## src/rtl/uart_pkg.sv

```systemverilog
// Shared constants and types for the UART transmit-side buffering blocks.
package uart_pkg;

    localparam int UART_DATA_W     = 8;
    localparam int UART_FIFO_DEPTH = 16;

    typedef enum logic {
        ST_IDLE = 1'b0,
        ST_WAIT = 1'b1
    } tx_state_e;

endpackage

```

## src/rtl/uart_sync_fifo.sv

```systemverilog
// Single-clock byte FIFO with registered level/full/empty, sticky overflow
// and a registered read byte that updates only on pop.
module uart_sync_fifo
    import uart_pkg::*;
#(
    parameter int DEPTH  = UART_FIFO_DEPTH,
    parameter int AW     = 4,
    parameter int DATA_W = UART_DATA_W
) (
    input  logic              clk1,
    input  logic              rst,
    input  logic              push,
    input  logic [DATA_W-1:0] push_data,
    input  logic              clr_ovf,
    input  logic              pop,
    output logic              full,
    output logic              empty,
    output logic [AW:0]       level,
    output logic              overflow,
    output logic [DATA_W-1:0] rd_data
);

    localparam logic [AW:0]   LVL_ONE  = (AW+1)'(1);
    localparam logic [AW:0]   LVL_FULL = (AW+1)'(DEPTH);
    localparam logic [AW-1:0] PTR_ONE  = AW'(1);

    logic [DATA_W-1:0] mem [DEPTH];
    logic [AW-1:0]     wr_ptr_reg;
    logic [AW-1:0]     rd_ptr_reg;
    logic [AW:0]       level_reg;
    logic [AW:0]       level_next;
    logic              full_reg;
    logic              empty_reg;
    logic              overflow_reg;
    logic [DATA_W-1:0] rd_data_reg;
    logic              push_ok;
    logic              pop_ok;

    // Acceptance uses the registered full flag; a same-cycle pop never makes room.
    assign push_ok = push && !full_reg;
    assign pop_ok  = pop && !empty_reg;

    always_comb begin
        level_next = level_reg;
        if (push_ok && !pop_ok) begin
            level_next = level_reg + LVL_ONE;
        end else if (!push_ok && pop_ok) begin
            level_next = level_reg - LVL_ONE;
        end
    end

    always_ff @(posedge clk1) begin
        if (push_ok) begin
            mem[wr_ptr_reg] <= push_data;
        end
    end

    always_ff @(posedge clk1 or negedge rst) begin
        if (!rst) begin
            wr_ptr_reg   <= '0;
            rd_ptr_reg   <= '0;
            level_reg    <= '0;
            full_reg     <= 1'b0;
            empty_reg    <= 1'b1;
            overflow_reg <= 1'b0;
            rd_data_reg  <= '0;
        end else begin
            if (push_ok) begin
                wr_ptr_reg <= wr_ptr_reg + PTR_ONE;
            end
            if (pop_ok) begin
                rd_ptr_reg  <= rd_ptr_reg + PTR_ONE;
                rd_data_reg <= mem[rd_ptr_reg];
            end
            level_reg <= level_next;
            full_reg  <= (level_next == LVL_FULL);
            empty_reg <= (level_next == '0);
            // A dropped byte beats a simultaneous clear so no loss goes unreported.
            if (push && full_reg) begin
                overflow_reg <= 1'b1;
            end else if (clr_ovf) begin
                overflow_reg <= 1'b0;
            end
        end
    end

    assign full     = full_reg;
    assign empty    = empty_reg;
    assign level    = level_reg;
    assign overflow = overflow_reg;
    assign rd_data  = rd_data_reg;

endmodule

```

## src/rtl/uart_tx_fifo.sv

```systemverilog
// Byte queue in front of the UART transmitter: launches one byte per
// completion edge with a single-cycle strobe, holding data until done.
module uart_tx_fifo
    import uart_pkg::*;
#(
    parameter int DEPTH  = UART_FIFO_DEPTH,
    parameter int AW     = 4,
    parameter int DATA_W = UART_DATA_W
) (
    input  logic              clk1,
    input  logic              rst,
    input  logic              push,
    input  logic [DATA_W-1:0] push_data,
    input  logic              clr_ovf,
    output logic              full,
    output logic              empty,
    output logic [AW:0]       level,
    output logic              overflow,
    output logic              busy,
    output logic              wr_data,
    output logic [DATA_W-1:0] data,
    input  logic              donet
);

    tx_state_e state_reg;
    tx_state_e state_next;
    logic      wr_data_reg;
    logic      wr_data_next;
    logic      busy_reg;
    logic      busy_next;
    logic      donet_q_reg;
    logic      done_ev;
    logic      pop;
    logic      fifo_empty;

    uart_sync_fifo #(
        .DEPTH  (DEPTH),
        .AW     (AW),
        .DATA_W (DATA_W)
    ) u_fifo (
        .clk1      (clk1),
        .rst       (rst),
        .push      (push),
        .push_data (push_data),
        .clr_ovf   (clr_ovf),
        .pop       (pop),
        .full      (full),
        .empty     (fifo_empty),
        .level     (level),
        .overflow  (overflow),
        .rd_data   (data)
    );

    // Only rising edges count, so a level-held donet releases a single byte.
    assign done_ev = donet && !donet_q_reg;

    always_comb begin
        state_next   = state_reg;
        wr_data_next = 1'b0;
        busy_next    = busy_reg;
        pop          = 1'b0;
        case (state_reg)
            ST_IDLE: begin
                if (!fifo_empty) begin
                    pop          = 1'b1;
                    wr_data_next = 1'b1;
                    busy_next    = 1'b1;
                    state_next   = ST_WAIT;
                end
            end
            ST_WAIT: begin
                if (done_ev) begin
                    busy_next  = 1'b0;
                    state_next = ST_IDLE;
                end
            end
            default: begin
                state_next = ST_IDLE;
                busy_next  = 1'b0;
            end
        endcase
    end

    always_ff @(posedge clk1 or negedge rst) begin
        if (!rst) begin
            state_reg   <= ST_IDLE;
            wr_data_reg <= 1'b0;
            busy_reg    <= 1'b0;
            donet_q_reg <= 1'b0;
        end else begin
            state_reg   <= state_next;
            wr_data_reg <= wr_data_next;
            busy_reg    <= busy_next;
            donet_q_reg <= donet;
        end
    end

    assign empty   = fifo_empty;
    assign busy    = busy_reg;
    assign wr_data = wr_data_reg;

endmodule

```

## config.mk

```make
export PLATFORM = sky130hd
export DESIGN_NAME = uart_tx_fifo
export DESIGN_NICKNAME = d
export VERILOG_FILES = /design/src/rtl/uart_pkg.sv /design/src/rtl/uart_sync_fifo.sv /design/src/rtl/uart_tx_fifo.sv
export SDC_FILE = /design/constraint.sdc
export NUM_CORES = 1
export LEC_CHECK = 0
export ABC_AREA = 0
export ABC_CLOCK_PERIOD_IN_PS = 3100
export BUFFER_PORTS_ARGS = -buffer_cell sky130_fd_sc_hd__buf_4
export CORE_MARGIN = 5
export CORE_UTILIZATION = 65
export CTS_CLUSTER_SIZE = 10
export DETAILED_ROUTE_END_ITERATION = 6
export HOLD_SLACK_MARGIN = 0.02
export MAX_ROUTING_LAYER = met4
export PLACE_DENSITY_LB_ADDON = 0.08
export SETUP_SLACK_MARGIN = 0.02
export SLEW_MARGIN = 30
export SYNTH_ARGS = -nofsm -noshare
export SYNTH_HDL_FRONTEND = slang
export SYNTH_SLANG_ARGS = --single-unit
```

## constraint.sdc

```tcl
create_clock -name clk1 -period 3.1 [get_ports clk1]
set_clock_uncertainty 0.1 [all_clocks]
set_input_delay 0.62 -clock clk1 [delete_from_list [all_inputs] [get_ports clk1]]
set_output_delay 0.62 -clock clk1 [all_outputs]
set_load 0.01 [all_outputs]
```

# == After elaboration in Yosys (flattened, before gate mapping) ==
# Memory sizes are Yosys's and may differ from the RTL's. A register that Yosys moved wholly into a read port is not among the register bits.
# Index checks and enable logic that the tools add are counted.
# classes
add_sub_neg,4
reduce_logical,15
mux,13
n_eq_ne,3
bitwise,1
# op_table
cell,count
$mux W5,2
$mux W1,9
$add A4 B1 Y4 const B,2
$logic_and A1 B1 Y1,6
$logic_not A1 Y1,6
$add A5 B1 Y5 const B,1
$eq A5 B5 Y1 const B,1
$logic_not A5 Y1,1
$sub A5 B1 Y5 const B,1
$pmux W1 S2,2
$ne A2 B1 Y1 const B,1
$ne A2 B2 Y1 const B,1
$reduce_and A2 Y1,1
$reduce_bool A2 Y1,1
$not A1 Y1,1
# word_totals
n_memories,1
ramBits,128
input_bits,13
reg_bits,20
# memory_table
memory,words,word_bits,rd,rd_clocked_by_memory_dff,wr,line,source
u_fifo.mem,16,8,1,1,1,uart_sync_fifo.sv:27,logic [DATA_W-1:0] mem [DEPTH];

# == Logic depth before layout (Yosys ltp) ==
# Gate-level depths: netlist of the first run.
# logic_depth
ltp_word,7
mapped_depth,7
mapped_depth_nobuf,6

# == Cells and area by module ==
# A second synthesis of the first run with hierarchy kept.
# hier_totals
hier_cells,417
hier_area_um2,6312.3
# modules_own_cells
module,instances,cells_each,area_each_um2,seq_area_each_um2
uart_sync_fifo,1,407,6173.4,4445.5
uart_tx_fifo,1,10,138.9,100.1

# == Least setup slack after synthesis of the first run ==
# No wires, ideal clock.
# synth_path
path_type,input port to flip-flop
from,input port push
to,memory u_fifo.mem[3][0] in the netlist's numbering (enable)
arrival_time_ns,1.622
slack_ns,0.994
path_buffers,1
path_stages,4
path_cell_list,nor2b_1 buf_4 nand2_1 nor3_1
# synth_via
elab_chain_cells,3
# synth_rtl
item,line,source
"start, declared",uart_tx_fifo.sv:12,"input logic push,"
$logic_and A1 B1 Y1,uart_sync_fifo.sv:40,assign push_ok = push && !full_reg;
$mux W1,uart_sync_fifo.sv:53,if (push_ok) begin
$mux W1 (implied by the code),uart_sync_fifo.sv:54,mem[wr_ptr_reg] <= push_data;
"end, declared",uart_sync_fifo.sv:27,
# No other way between the ends.

==> results of run 1 <==
==> kinds of logic (layout without fill, tap and decap cells) <==
group	count (synthesis)	in the layout	synth area share, %
AO/OA/AOI/OAI	50	50	5.17
XOR/XNOR	10	10	1.39
adder cells (fa/ha/maj)	7	7	1.39
buffers and inverters	28	84	2.21
flip-flops	156	156	72.3
multiplexers	65	65	10.3
AND/OR/NAND/NOR	94	94	7.18
==> power by group through the flow <==
stage               Clock (W)  Sequential (W)  Combinational, W
detailed placement          0         0.00297           0.00176
global route          0.00212         0.00297           0.00192
global placement            0         0.00295           0.00173
floorplan                   0         0.00284           0.00126
CTS                   0.00202         0.00293           0.00178
finish                0.00201         0.00293           0.00179
==> final timing paths <==
path / from / to / slack, ps / depth (start not counted)
setup / recovery: u_fifo.rd_ptr_reg[1] / u_fifo.rd_data[7] / 1030 / 5
hold / removal: donet / donet_q_reg / 120 / 1
hold reg to reg: u_fifo.rd_data[7] / u_fifo.rd_data[7] / 390 / 2
min in group asynchronous: rst / u_fifo.wr_ptr_reg[3] / 470 / 2
setup reg to reg: u_fifo.rd_ptr_reg[1] / u_fifo.rd_data[7] / 1030 / 5
max in group asynchronous: rst / u_fifo.rd_ptr_reg[1] / 2110 / 2
==> through the flow <==
| stage | total power, W | area (um2) | hold slack, ps |
|---|---|---|---|
| final | 0.00672 | 7270 | 118 |
| after floorplan | 0.00410 | 6290 | 224 |
| after global placement | 0.00469 | 6680 | 365 |
| after CTS | 0.00673 | 7270 | 101 |
| after detailed placement | 0.00472 | 6680 | 379 |
| after global routing | 0.00702 | 7270 | 101 |
==> cell type report <==
class / instances / area [um2] / area share [%]
inverter: 8 / 35.0 / 0.482
multi-input combinational: 226 / 1600 / 22.0
clock buffer: 18 / 418 / 5.75
timing repair buffer: 44 / 345 / 4.75
sequential: 156 / 4550 / 62.6
clock inverter: 14 / 159 / 2.19
tap: 129 / 161 / 2.22
==> worst reg2reg max path: cells and delay by family (launching register included) <==
kind | cells | cell delay (ps)
AOI/OAI and AO/OA | 1 | 130
buffers and inverters | 1 | 330
DFF | 1 | 800
muxes | 1 | 330
and+or+nand+nor | 2 | 260
==> cells in the final DEF, fill, tap and decap left out, types with 4 or more instances in the layout <==
master | Yosys | layout
dfrtp_1 | 27 | 26
inv_6 | 0 | 5
nor2_1 | 15 | 15
nor2b_1 | 4 | 4
a21oi_1 | 20 | 20
a22oi_1 | 16 | 16
nand3_1 | 22 | 22
xnor2_1 | 8 | 8
inv_1 | 7 | 7
o21ai_0 | 6 | 6
edfxtp_1 | 128 | 128
clkbuf_16 | 0 | 16
nand2_1 | 35 | 35
mux2i_1 | 65 | 65
buf_4 | 6 | 42
clkinvlp_4 | 0 | 4
nor3_1 | 5 | 5
ha_1 | 7 | 7
==> routing by layer <==
metal / vias up / track usage, % / part of all wire [%]
li1: 1624 / - / -
met1: 1785 / 33.1 / 39
met5: - / - / 0
met2: 151 / 40.2 / 51
met4: 0 / 7.12 / 1.8
met3: 28 / 6.93 / 8.3
==> out/metrics.json, run 1 <==
{
  "largest_register_ff_count": {"value": 128},
  "worst_slew_pin_tran": {"value": 705, "unit": "ps"},
  "synth_top_flop_cell": {"value": "edfxtp_1"},
  "die_area": {"value": 11700, "unit": "um2"},
  "finish.utilization": {"value": 77.9, "unit": "%"},
  "timing_worst_setup_path_type": {"value": "flip-flop to flip-flop"},
  "cts_setup_buffers": {"value": 0},
  "synth_area_per_cell": {"value": 15.3, "unit": "um2"},
  "ant_diodes": {"value": 0},
  "worstSetupStartpointType": {"value": "flip-flop"},
  "slew_headroom": {"value": 52.8, "unit": "%"},
  "rows": {"value": 35},
  "via_per_inst": {"value": 6.03},
  "clkSlewWorstSetupHoldPaths": {"value": 60, "unit": "ps"},
  "num-fill-cells": {"value": 571},
  "clock_latency": {"value": 520, "unit": "ps"},
  "dr_total_vias": {"value": 3588},
  "cts_tree": {"value": "built"},
  "ant_nets": {"value": 0},
  "drt-total-wl": {"value": 13.2, "unit": "mm"},
  "hold_violations": {"value": 0},
  "crit_path_cell_trace": {"value": "buf_12 -> mux2i_1 -> a22oi_1 -> nand3_1 -> nand3_1"},
  "path_buf_inv": {"value": 1},
  "boundaryPins": {"value": 31},
  "synth_area": {"value": 6290, "unit": "um2"},
  "final_max_slew_viol_count": {"value": 0},
  "gr-total-overflow": {"value": 0},
  "rsz_0062_raised_after_global_routing": {"value": "no"},
  "run_status": {"value": "complete, no violations"},
  "p_sw_share": {"value": 32.6, "unit": "%"},
  "ys_warn_count": {"value": 0},
  "cts-hold-fix-buffers": {"value": 1},
  "post_layout_nonfiller_instances": {"value": 595},
  "numClockSinks": {"value": 156},
  "drt_first_iter_violations": {"value": 298},
  "dp_cells": {"value": 562},
  "critPathMaxFanout": {"value": 35},
  "holdCritPathClass": {"value": "primary input to flip-flop"},
  "internal-power": {"value": 0.00453, "unit": "W"},
  "crit_family": {"value": "flip-flops"},
  "synth_cell_type_count": {"value": 37},
  "placeable_area": {"value": 9330, "unit": "um2"},
  "fin_ws": {"value": 1030, "unit": "ps"},
  "ys_top_cells_by_area": {"value": "edfxtp_1 (61%), dfrtp_1 (11%), mux2i_1 (10%), nand2_1 (2.1%), a22oi_1 (1.9%)"},
  "yosys.cell_count.top_type": {"value": "edfxtp_1"},
  "cts_inserted_buffers": {"value": 17},
  "setup-violations-final": {"value": 0},
  "cts_buffer_depth": {"value": 2},
  "synth_register_bits": {"value": 156},
  "critical_path.slowest_cell": {"value": "dfrtp_4"},
  "max_cap_violations": {"value": 0},
  "period_minus_slack": {"value": 2070, "unit": "ps"},
  "post_cts_resized": {"value": 0},
  "endpoint_kind": {"value": "flip-flop"},
  "htree_num_levels": {"value": 4},
  "ir_worst_vdd": {"value": 0.000694, "unit": "V"},
  "chipWidth": {"value": 108, "unit": "um"},
  "ctsRootBufferMaster": {"value": "clkbuf_8"},
  "power_per_cell_area": {"value": 925, "unit": "nW/um2"},
  "sum_of_net_half_perimeters_after_detailed_placement": {"value": 8.32, "unit": "mm"},
  "synthArstFlopShare": {"value": 17.9, "unit": "%"},
  "postSynthNetCount": {"value": 430},
  "max_clock_freq": {"value": 484, "unit": "MHz"},
  "pwr-share-clk": {"value": 29.8, "unit": "%"},
  "total_leakage_power": {"value": 2.69, "unit": "nW"},
  "grt_pass1_vias": {"value": 3647},
  "synth_top_cell_area_share": {"value": 61.1, "unit": "%"},
  "initial_antenna_violation_count": {"value": 0},
  "drt-pass1-iter-count": {"value": 5},
  "switchingPower": {"value": 0.00219, "unit": "W"},
  "die_h": {"value": 108, "unit": "um"},
  "area_delta_synth_final": {"value": 15.6, "unit": "%"},
  "timing.setup.tns": {"value": 0, "unit": "ps"},
  "layout_worst_path_cycle_share": {"value": 66.7, "unit": "%"},
  "grtUsageTotal": {"value": 25.5, "unit": "%"},
  "yosysSeqAreaShare": {"value": 72.3, "unit": "%"},
  "fraction_of_final_layout_cells_sized_beyond_drive_strength_1": {"value": 17.8, "unit": "%"},
  "synth_area_leader_cell": {"value": "edfxtp_1"},
  "critPathMaxStageDelay": {"value": 800, "unit": "ps"},
  "route.detailed.drc": {"value": 0},
  "synth_enable_flop_cells": {"value": 128},
  "io_buffers": {"value": 30},
  "share_comb_of_total_power": {"value": 26.6, "unit": "%"},
  "wire_per_inst": {"value": 22.2, "unit": "um"},
  "seqPwrFrac": {"value": 43.6, "unit": "%"},
  "num-nets-final": {"value": 473},
  "cpMostUsedCell": {"value": "nand3_1"},
  "dpl_worst_slack": {"value": 899, "unit": "ps"},
  "grt_max_degree": {"value": 36},
  "start_util": {"value": 67.4, "unit": "%"},
  "gpl.final_weighted_congestion": {"value": 0.860},
  "yosys-top-cells-count": {"value": "edfxtp_1 (128), mux2i_1 (65), nand2_1 (35), dfrtp_1 (27), nand3_1 (22)"},
  "synthCells": {"value": 410},
  "global_route_wire_length_before_repair": {"value": 20.6, "unit": "mm"},
  "worst-endpoint-arrival": {"value": 2360, "unit": "ps"},
  "critPathRequiredTime": {"value": 3390, "unit": "ps"}
}
Note: power is estimated with default switching activity, not from simulation.
==> inputs of run 2 (changes only) <==
--- a/config.mk
+++ b/config.mk
@@ -6,10 +6,10 @@
 export NUM_CORES = 1
 export LEC_CHECK = 0
 export ABC_AREA = 0
-export ABC_CLOCK_PERIOD_IN_PS = 3100
+export ABC_CLOCK_PERIOD_IN_PS = 2100
 export BUFFER_PORTS_ARGS = -buffer_cell sky130_fd_sc_hd__buf_4
 export CORE_MARGIN = 5
-export CORE_UTILIZATION = 65
+export CORE_UTILIZATION = 60
 export CTS_CLUSTER_SIZE = 10
 export DETAILED_ROUTE_END_ITERATION = 6
 export HOLD_SLACK_MARGIN = 0.02
==> constraint.sdc (replaced) <==
create_clock -name clk1 -period 2.1 [get_ports clk1]
set_clock_uncertainty 0.1 [all_clocks]
set_input_delay 0.42 -clock clk1 [delete_from_list [all_inputs] [get_ports clk1]]
set_output_delay 0.42 -clock clk1 [all_outputs]
set_load 0.01 [all_outputs]
==> run 2 against run 1 <==
Against the previous run: routed wire length decreased by 3.9%; power increased by 50%; cell count increased by 4.9%; non-clock buffer count increased by 22; critical path type unchanged; clock power increased by 47%; die area increased by 7.5%; critical path depth increased by 1; combinational power increased by 60%; critical endpoint is now u_fifo.empty; final area increased by 2.7%.
==> out/metrics.json, run 2 (synthesized netlist as in run 1, its figures left out) <==
{
  "crit_path_cell_trace": {"value": "or2_4 -> clkinv_4 -> nor3_1 -> a31oi_1 -> xor2_1 -> nor4b_4"},
  "critPathMaxStageDelay": {"value": 560, "unit": "ps", "change": "-240 ps"},
  "power_per_cell_area": {"value": 1350, "unit": "nW/um2", "change": "+46%"},
  "io_buffers": {"value": 30, "change": "unchanged"},
  "fraction_of_final_layout_cells_sized_beyond_drive_strength_1": {"value": 21.3, "unit": "%", "change": "+3.5 points"},
  "wire_per_inst": {"value": 20.3, "unit": "um", "change": "-8.4%"},
  "grt_max_degree": {"value": 29, "change": "-19%"},
  "ctsRootBufferMaster": {"value": "clkbuf_8"},
  "cts_setup_buffers": {"value": 0, "change": "unchanged"},
  "htree_num_levels": {"value": 4, "change": "unchanged"},
  "ant_nets": {"value": 0, "change": "unchanged"},
  "grt_pass1_vias": {"value": 3583, "change": "-1.8%"},
  "grtUsageTotal": {"value": 21.7, "unit": "%", "change": "-3.8 points"},
  "placeable_area": {"value": 10300, "unit": "um2", "change": "+10%"},
  "total_leakage_power": {"value": 2.82, "unit": "nW", "change": "+4.8%"},
  "holdCritStartpoint": {"value": "push"},
  "ir_worst_vdd": {"value": 0.000672, "unit": "V", "change": "-3.2%"},
  "period_minus_slack": {"value": 2000, "unit": "ps", "change": "-70.9 ps"},
  "sum_of_net_half_perimeters_after_detailed_placement": {"value": 8.18, "unit": "mm", "change": "-1.7%"},
  "path_buf_inv": {"value": 1, "change": "unchanged"},
  "cts_buffer_depth": {"value": 2, "change": "unchanged"},
  "num-nets-final": {"value": 495, "change": "+4.7%"},
  "reg2reg_from": {"value": "u_fifo.empty"},
  "rows": {"value": 37, "change": "+5.7%"},
  "rsz_0062_raised_after_global_routing": {"value": "no"},
  "layout_worst_path_cycle_share": {"value": 95.1, "unit": "%", "change": "+28 points"},
  "via_per_inst": {"value": 5.73, "change": "-5.0%"},
  "area_delta_synth_final": {"value": 18.8, "unit": "%"},
  "dr_total_vias": {"value": 3576, "change": "-0.33%"},
  "startpoint": {"value": "u_fifo.empty"},
  "max_clock_freq": {"value": 501, "unit": "MHz", "change": "+3.6%"},
  "max_cap_violations": {"value": 0, "change": "unchanged"},
  "run_status": {"value": "complete, no violations"},
  "die_area": {"value": 12600, "unit": "um2", "change": "+7.5%"},
  "final_max_slew_viol_count": {"value": 0, "change": "unchanged"},
  "post_layout_nonfiller_instances": {"value": 624, "change": "+4.9%"},
  "dp_cells": {"value": 589, "change": "+4.8%"},
  "worst-endpoint-arrival": {"value": 2330, "unit": "ps", "change": "-30 ps"},
  "slew_headroom": {"value": 69.6, "unit": "%", "change": "+17 points"},
  "cts_inserted_buffers": {"value": 17, "change": "unchanged"},
  "mostFrequentLayoutCell": {"value": "edfxtp_1"},
  "critPathMaxFanout": {"value": 13, "change": "-63%"},
  "timing_worst_setup_path_type": {"value": "flip-flop to flip-flop"},
  "clock_latency": {"value": 520, "unit": "ps", "change": "about the same"},
  "largest_register_ff_count": {"value": 128, "change": "unchanged"},
  "timing.setup.tns": {"value": 0, "unit": "ps", "change": "unchanged"},
  "drt_first_iter_violations": {"value": 214, "change": "-28%"},
  "crit_family": {"value": "simple AND/OR/NAND/NOR gates"},
  "drt-total-wl": {"value": 12.7, "unit": "mm", "change": "-3.9%"},
  "ant_diodes": {"value": 0, "change": "unchanged"},
  "initial_antenna_violation_count": {"value": 0, "change": "unchanged"},
  "route.detailed.drc": {"value": 0, "change": "unchanged"},
  "clkSlewWorstSetupHoldPaths": {"value": 60, "unit": "ps", "change": "about the same"},
  "num-fill-cells": {"value": 667, "change": "+17%"},
  "start_util": {"value": 61.2, "unit": "%", "change": "-6.2 points"},
  "drt-pass1-iter-count": {"value": 5, "change": "unchanged"},
  "chipWidth": {"value": 112, "unit": "um", "change": "+3.7%"},
  "setup-violations-final": {"value": 0, "change": "unchanged"},
  "global_route_wire_length_before_repair": {"value": 20.0, "unit": "mm", "change": "-2.9%"},
  "hold_violations": {"value": 0, "change": "unchanged"},
  "cts_tree": {"value": "built"},
  "boundaryPins": {"value": 31, "change": "unchanged"},
  "gpl.final_weighted_congestion": {"value": 0.894, "change": "+3.9%"},
  "worstSetupStartpointType": {"value": "flip-flop"},
  "worst_slew_pin_tran": {"value": 453, "unit": "ps", "change": "-252 ps"},
  "die_h": {"value": 112, "unit": "um", "change": "+3.7%"},
  "critPathRequiredTime": {"value": 2430, "unit": "ps", "change": "-960 ps"},
  "numClockSinks": {"value": 156, "change": "unchanged"},
  "mostFrequentLayoutCells": {"value": "edfxtp_1 (128), mux2i_1 (65), buf_4 (61)"},
  "gr-total-overflow": {"value": 0, "change": "unchanged"},
  "critical_path.slowest_cell": {"value": "dfstp_2"},
  "endpoint_kind": {"value": "flip-flop"},
  "holdCritPathClass": {"value": "primary input to flip-flop"}
}
==> run 2: changes by cell type in the layout (fill, tap and decap cells not counted), sizes merged <==
cell | previous run | this run
clkinv | 3 | 5
buf | 43 | 63
dlygate4sd3 | 1 | 3
clkbuf | 18 | 17
clkinvlp | 4 | 3
==> run 2: path summary, 6_finish.rpt <==
path                       slack, ps                   end  depth (start not counted)
min in group asynchronous        260           u_fifo.full                          2
setup / recovery                 100          u_fifo.empty                          6
hold / removal                    40       u_fifo.overflow                          3
setup reg to reg                 100          u_fifo.empty                          6
hold reg to reg                  400  u_fifo.rd_ptr_reg[3]                          1
max in group asynchronous       1330          u_fifo.empty                          2
==> run 2: cell type report <==
cell class,count,area (um2),share of cell area (%)
multi-input cells,226,1610,21.6
clock inverters,15,161,2.16
flip-flops and latches,156,4550,60.9
inverters,8,35.0,0.469
clock buffers,17,414,5.54
repair buffers,66,528,7.07
well taps,136,170,2.28
==> run 2: layer usage <==
layer | track usage [%] | share of wire (%)
met4 | 7.53 | 2.0
met2 | 33.4 | 47
met1 | 29.4 | 45
met3 | 4.37 | 6.0
met5 | - | 0
==> run 2: metrics by stage <==
stage               area [um2]  power (W)  utilization, %  worst slack [ps]  hold WS (ps)
floorplan                 6290    0.00605               -               194          24.4
global placement          6860    0.00705            66.7               196           261
detailed placement        6860    0.00712            66.7               127           262
CTS                       7460     0.0101            72.6               112          28.6
global route              7470     0.0106            72.7              21.8          39.7
finish                    7470     0.0101            72.7               104          41.6
==> run 2: where the power goes <==
part           internal (W)  switching (W)  leakage, nW  total, W
sequential          0.00386       0.000408         1.49   0.00427
clock               0.00171        0.00124        0.278   0.00295
combinational       0.00125        0.00160         1.05   0.00286
total               0.00682        0.00325         2.82    0.0101
==> run 2: timing repair <==
action,4_1_cts,5_1_grt
gates resized for setup,0,1
hold endpoints to repair,30,0
setup endpoints to repair,0,1
hold buffers,3,0
==> run 2: worst reg2reg max path, delay by kind of cell, from the launching register on <==
kind,cells,cell delay [ps]
buffers and inverters,1,130
AND/OR/NAND/NOR,3,730
flip-flops,1,560
XOR/XNOR,1,310
AO/OA/AOI/OAI,1,80
==> inputs of run 3 (changes only) <==
--- a/config.mk
+++ b/config.mk
@@ -6,7 +6,7 @@
 export NUM_CORES = 1
 export LEC_CHECK = 0
 export ABC_AREA = 0
-export ABC_CLOCK_PERIOD_IN_PS = 2100
+export ABC_CLOCK_PERIOD_IN_PS = 2110
 export BUFFER_PORTS_ARGS = -buffer_cell sky130_fd_sc_hd__buf_4
 export CORE_MARGIN = 5
 export CORE_UTILIZATION = 60
==> constraint.sdc (replaced) <==
create_clock -name clk1 -period 2.11 [get_ports clk1]
set_clock_uncertainty 0.1 [all_clocks]
set_input_delay 0.422 -clock clk1 [delete_from_list [all_inputs] [get_ports clk1]]
set_output_delay 0.422 -clock clk1 [all_outputs]
set_load 0.01 [all_outputs]
==> run 3 against run 2 <==
Against the previous run: global-route usage shrank 0.55 points; setup slack gained 62 ps; register-to-register slack gained 60 ps; via count shrank 0.76%; worst hold slack gained 3.6 ps; final area shrank 0.80%; die area is the same; combinational power shrank 3%; count of clock-buffer cells in the layout grew 2; fmax grew 2.7%; clock power shrank 7.1%; largest cell class unchanged; highest routed layer unchanged.
==> out/metrics.json, run 3 (synthesized netlist as in run 1, its figures left out) <==
{
  "grt_max_degree": {"value": 29, "change": "unchanged"},
  "global_route_wire_length_before_repair": {"value": 19.4, "unit": "mm", "change": "-2.8%"},
  "gpl.final_weighted_congestion": {"value": 0.890, "change": "-0.49%"},
  "max_clock_freq": {"value": 514, "unit": "MHz", "change": "+2.7%"},
  "ant_diodes": {"value": 0, "change": "unchanged"},
  "initial_antenna_violation_count": {"value": 0, "change": "unchanged"},
  "run_status": {"value": "complete, no violations"},
  "mostFrequentLayoutCell": {"value": "edfxtp_1"},
  "numClockSinks": {"value": 156, "change": "unchanged"},
  "holdCritPathClass": {"value": "primary input to flip-flop"},
  "cts_setup_buffers": {"value": 0, "change": "unchanged"},
  "rsz_0062_raised_after_global_routing": {"value": "no"},
  "period_minus_slack": {"value": 1940, "unit": "ps", "change": "-51.8 ps"},
  "cts_buffer_depth": {"value": 2, "change": "unchanged"},
  "worst-endpoint-arrival": {"value": 2270, "unit": "ps", "change": "-60 ps"},
  "die_h": {"value": 112, "unit": "um", "change": "unchanged"},
  "power_per_cell_area": {"value": 1310, "unit": "nW/um2", "change": "-2.6%"},
  "via_per_inst": {"value": 5.71, "change": "-0.44%"},
  "post_cts_resized": {"value": 0, "change": "unchanged"},
  "area_delta_synth_final": {"value": 17.9, "unit": "%"},
  "crit_path_cell_trace": {"value": "or2_4 -> clkinv_4 -> nor3_1 -> a31oi_1 -> xor2_1 -> nor4b_2"},
  "critPathMaxFanout": {"value": 13, "change": "unchanged"},
  "fraction_of_final_layout_cells_sized_beyond_drive_strength_1": {"value": 20.4, "unit": "%", "change": "-0.94 points"},
  "io_buffers": {"value": 30, "change": "unchanged"},
  "cts_tree": {"value": "built"},
  "gr-total-overflow": {"value": 0, "change": "unchanged"},
  "sum_of_net_half_perimeters_after_detailed_placement": {"value": 8.04, "unit": "mm", "change": "-1.8%"},
  "grt_pass1_vias": {"value": 3575, "change": "-0.22%"},
  "area_occupied_by_multi_input_gates": {"value": 1600, "unit": "um2", "change": "-0.54%"},
  "mostFrequentLayoutCells": {"value": "edfxtp_1 (128), mux2i_1 (65), buf_4 (59)"},
  "die_area": {"value": 12600, "unit": "um2", "change": "unchanged"},
  "num-fill-cells": {"value": 682, "change": "+2.2%"},
  "final_max_slew_viol_count": {"value": 0, "change": "unchanged"},
  "endpoint_kind": {"value": "flip-flop"},
  "finish.utilization": {"value": 72.1, "unit": "%", "change": "-0.58 points"},
  "htree_num_levels": {"value": 4, "change": "unchanged"},
  "num-nets-final": {"value": 493, "change": "-0.40%"},
  "max_cap_violations": {"value": 0, "change": "unchanged"},
  "route.detailed.drc": {"value": 0, "change": "unchanged"},
  "rows": {"value": 37, "change": "unchanged"},
  "ir_worst_vdd": {"value": 0.000689, "unit": "V", "change": "+2.6%"},
  "cts_inserted_buffers": {"value": 17, "change": "unchanged"},
  "layout_worst_path_cycle_share": {"value": 92.2, "unit": "%", "change": "-2.9 points"},
  "layout.area.seq": {"value": 4550, "unit": "um2", "change": "unchanged"},
  "wire_per_inst": {"value": 19.8, "unit": "um", "change": "-2.7%"},
  "worstSetupStartpointType": {"value": "flip-flop"},
  "clock_latency": {"value": 510, "unit": "ps", "change": "about the same"},
  "ant_nets": {"value": 0, "change": "unchanged"},
  "boundaryPins": {"value": 31, "change": "unchanged"},
  "largest_register_ff_count": {"value": 128, "change": "unchanged"},
  "critical_path.slowest_cell": {"value": "dfstp_2"},
  "drt_first_iter_violations": {"value": 222, "change": "+3.7%"},
  "critPathMaxStageDelay": {"value": 560, "unit": "ps", "change": "about the same"},
  "ctsRootBufferMaster": {"value": "clkbuf_8"},
  "worst_slew_pin_tran": {"value": 388, "unit": "ps", "change": "-65.0 ps"},
  "total_leakage_power": {"value": 2.78, "unit": "nW", "change": "-1.4%"},
  "timing_worst_setup_path_type": {"value": "flip-flop to flip-flop"},
  "chipWidth": {"value": 112, "unit": "um", "change": "unchanged"},
  "timing.setup.tns": {"value": 0, "unit": "ps", "change": "unchanged"},
  "setup-violations-final": {"value": 0, "change": "unchanged"},
  "critPathRequiredTime": {"value": 2430, "unit": "ps", "change": "about the same"},
  "drt-total-wl": {"value": 12.3, "unit": "mm", "change": "-3.0%"},
  "clkSlewWorstSetupHoldPaths": {"value": 60, "unit": "ps", "change": "about the same"},
  "dr_total_vias": {"value": 3549, "change": "-0.76%"},
  "placeable_area": {"value": 10300, "unit": "um2", "change": "unchanged"},
  "grtUsageTotal": {"value": 21.2, "unit": "%", "change": "-0.55 points"},
  "slew_headroom": {"value": 74.1, "unit": "%", "change": "+4.6 points"},
  "start_util": {"value": 61.2, "unit": "%", "change": "unchanged"},
  "drt-pass1-iter-count": {"value": 4, "change": "-1"},
  "hold_violations": {"value": 0, "change": "unchanged"}
}
==> run 3: repair_timing <==
action                     CTS  global route
setup endpoints to repair    0             0
hold buffers                 3             0
hold endpoints to repair    30             0
==> run 3: path summary, 6_finish.rpt <==
check / startpoint / end / slack [ps] / depth (start not counted)
worst max-delay path: u_fifo.empty / u_fifo.empty / 170 / 6
max in group asynchronous: rst / u_fifo.empty / 1350 / 2
worst min-delay path: push / u_fifo.overflow / 50 / 3
min in group asynchronous: rst / wr_data / 260 / 2
worst min register to register: u_fifo.rd_data[3] / u_fifo.rd_data[3] / 420 / 2
worst max register to register: u_fifo.empty / u_fifo.empty / 170 / 6
==> run 3: critical path, delay by kind of cell (launching register included) <==
family,cells,cell delay [ps]
AOI/OAI and AO/OA,1,70
and+or+nand+nor,3,720
DFF,1,560
xor gates and xnor gates,1,260
buffers and inverters,1,130
==> run 3: cell type report <==
cell class | instances | share of cell area [%]
clock inverter | 13 | 1.59
timing repair buffer | 64 | 6.92
multi-input combinational | 226 | 21.6
tap | 136 | 2.30
inverter | 8 | 0.473
sequential | 156 | 61.4
clock buffer | 19 | 5.69
==> run 3: metal layers <==
metal  track usage, %  wire length, um  up-vias
met5                -                0        -
met2             32.4             5980       92
met4             7.45              185        0
met3             4.47              712       17
met1             28.6             5430     1775
li1                 -                -     1665
==> run 3: through the flow <==
stage / hold WS, ps / total power [W] / instance area [um2] / setup slack, ps / cells
final: 45.1 / 0.00974 / 7410 / 166 / 622
after detailed placement: 263 / 0.00705 / 6840 / 183 / 587
after floorplan: 26.4 / 0.00602 / 6290 / 202 / 410
after CTS: 33.1 / 0.00981 / 7410 / 166 / 622
after global placement: 261 / 0.00698 / 6840 / 225 / 587
after global routing: 53.9 / 0.0102 / 7410 / 43.9 / 622
==> run 3: report_power, final <==
group,switching (W),total [W],internal [W]
logic,0.00154,0.00276,0.00122
registers,0.000400,0.00424,0.00384
clock network,0.00117,0.00274,0.00157
total,0.00311,0.00974,0.00663
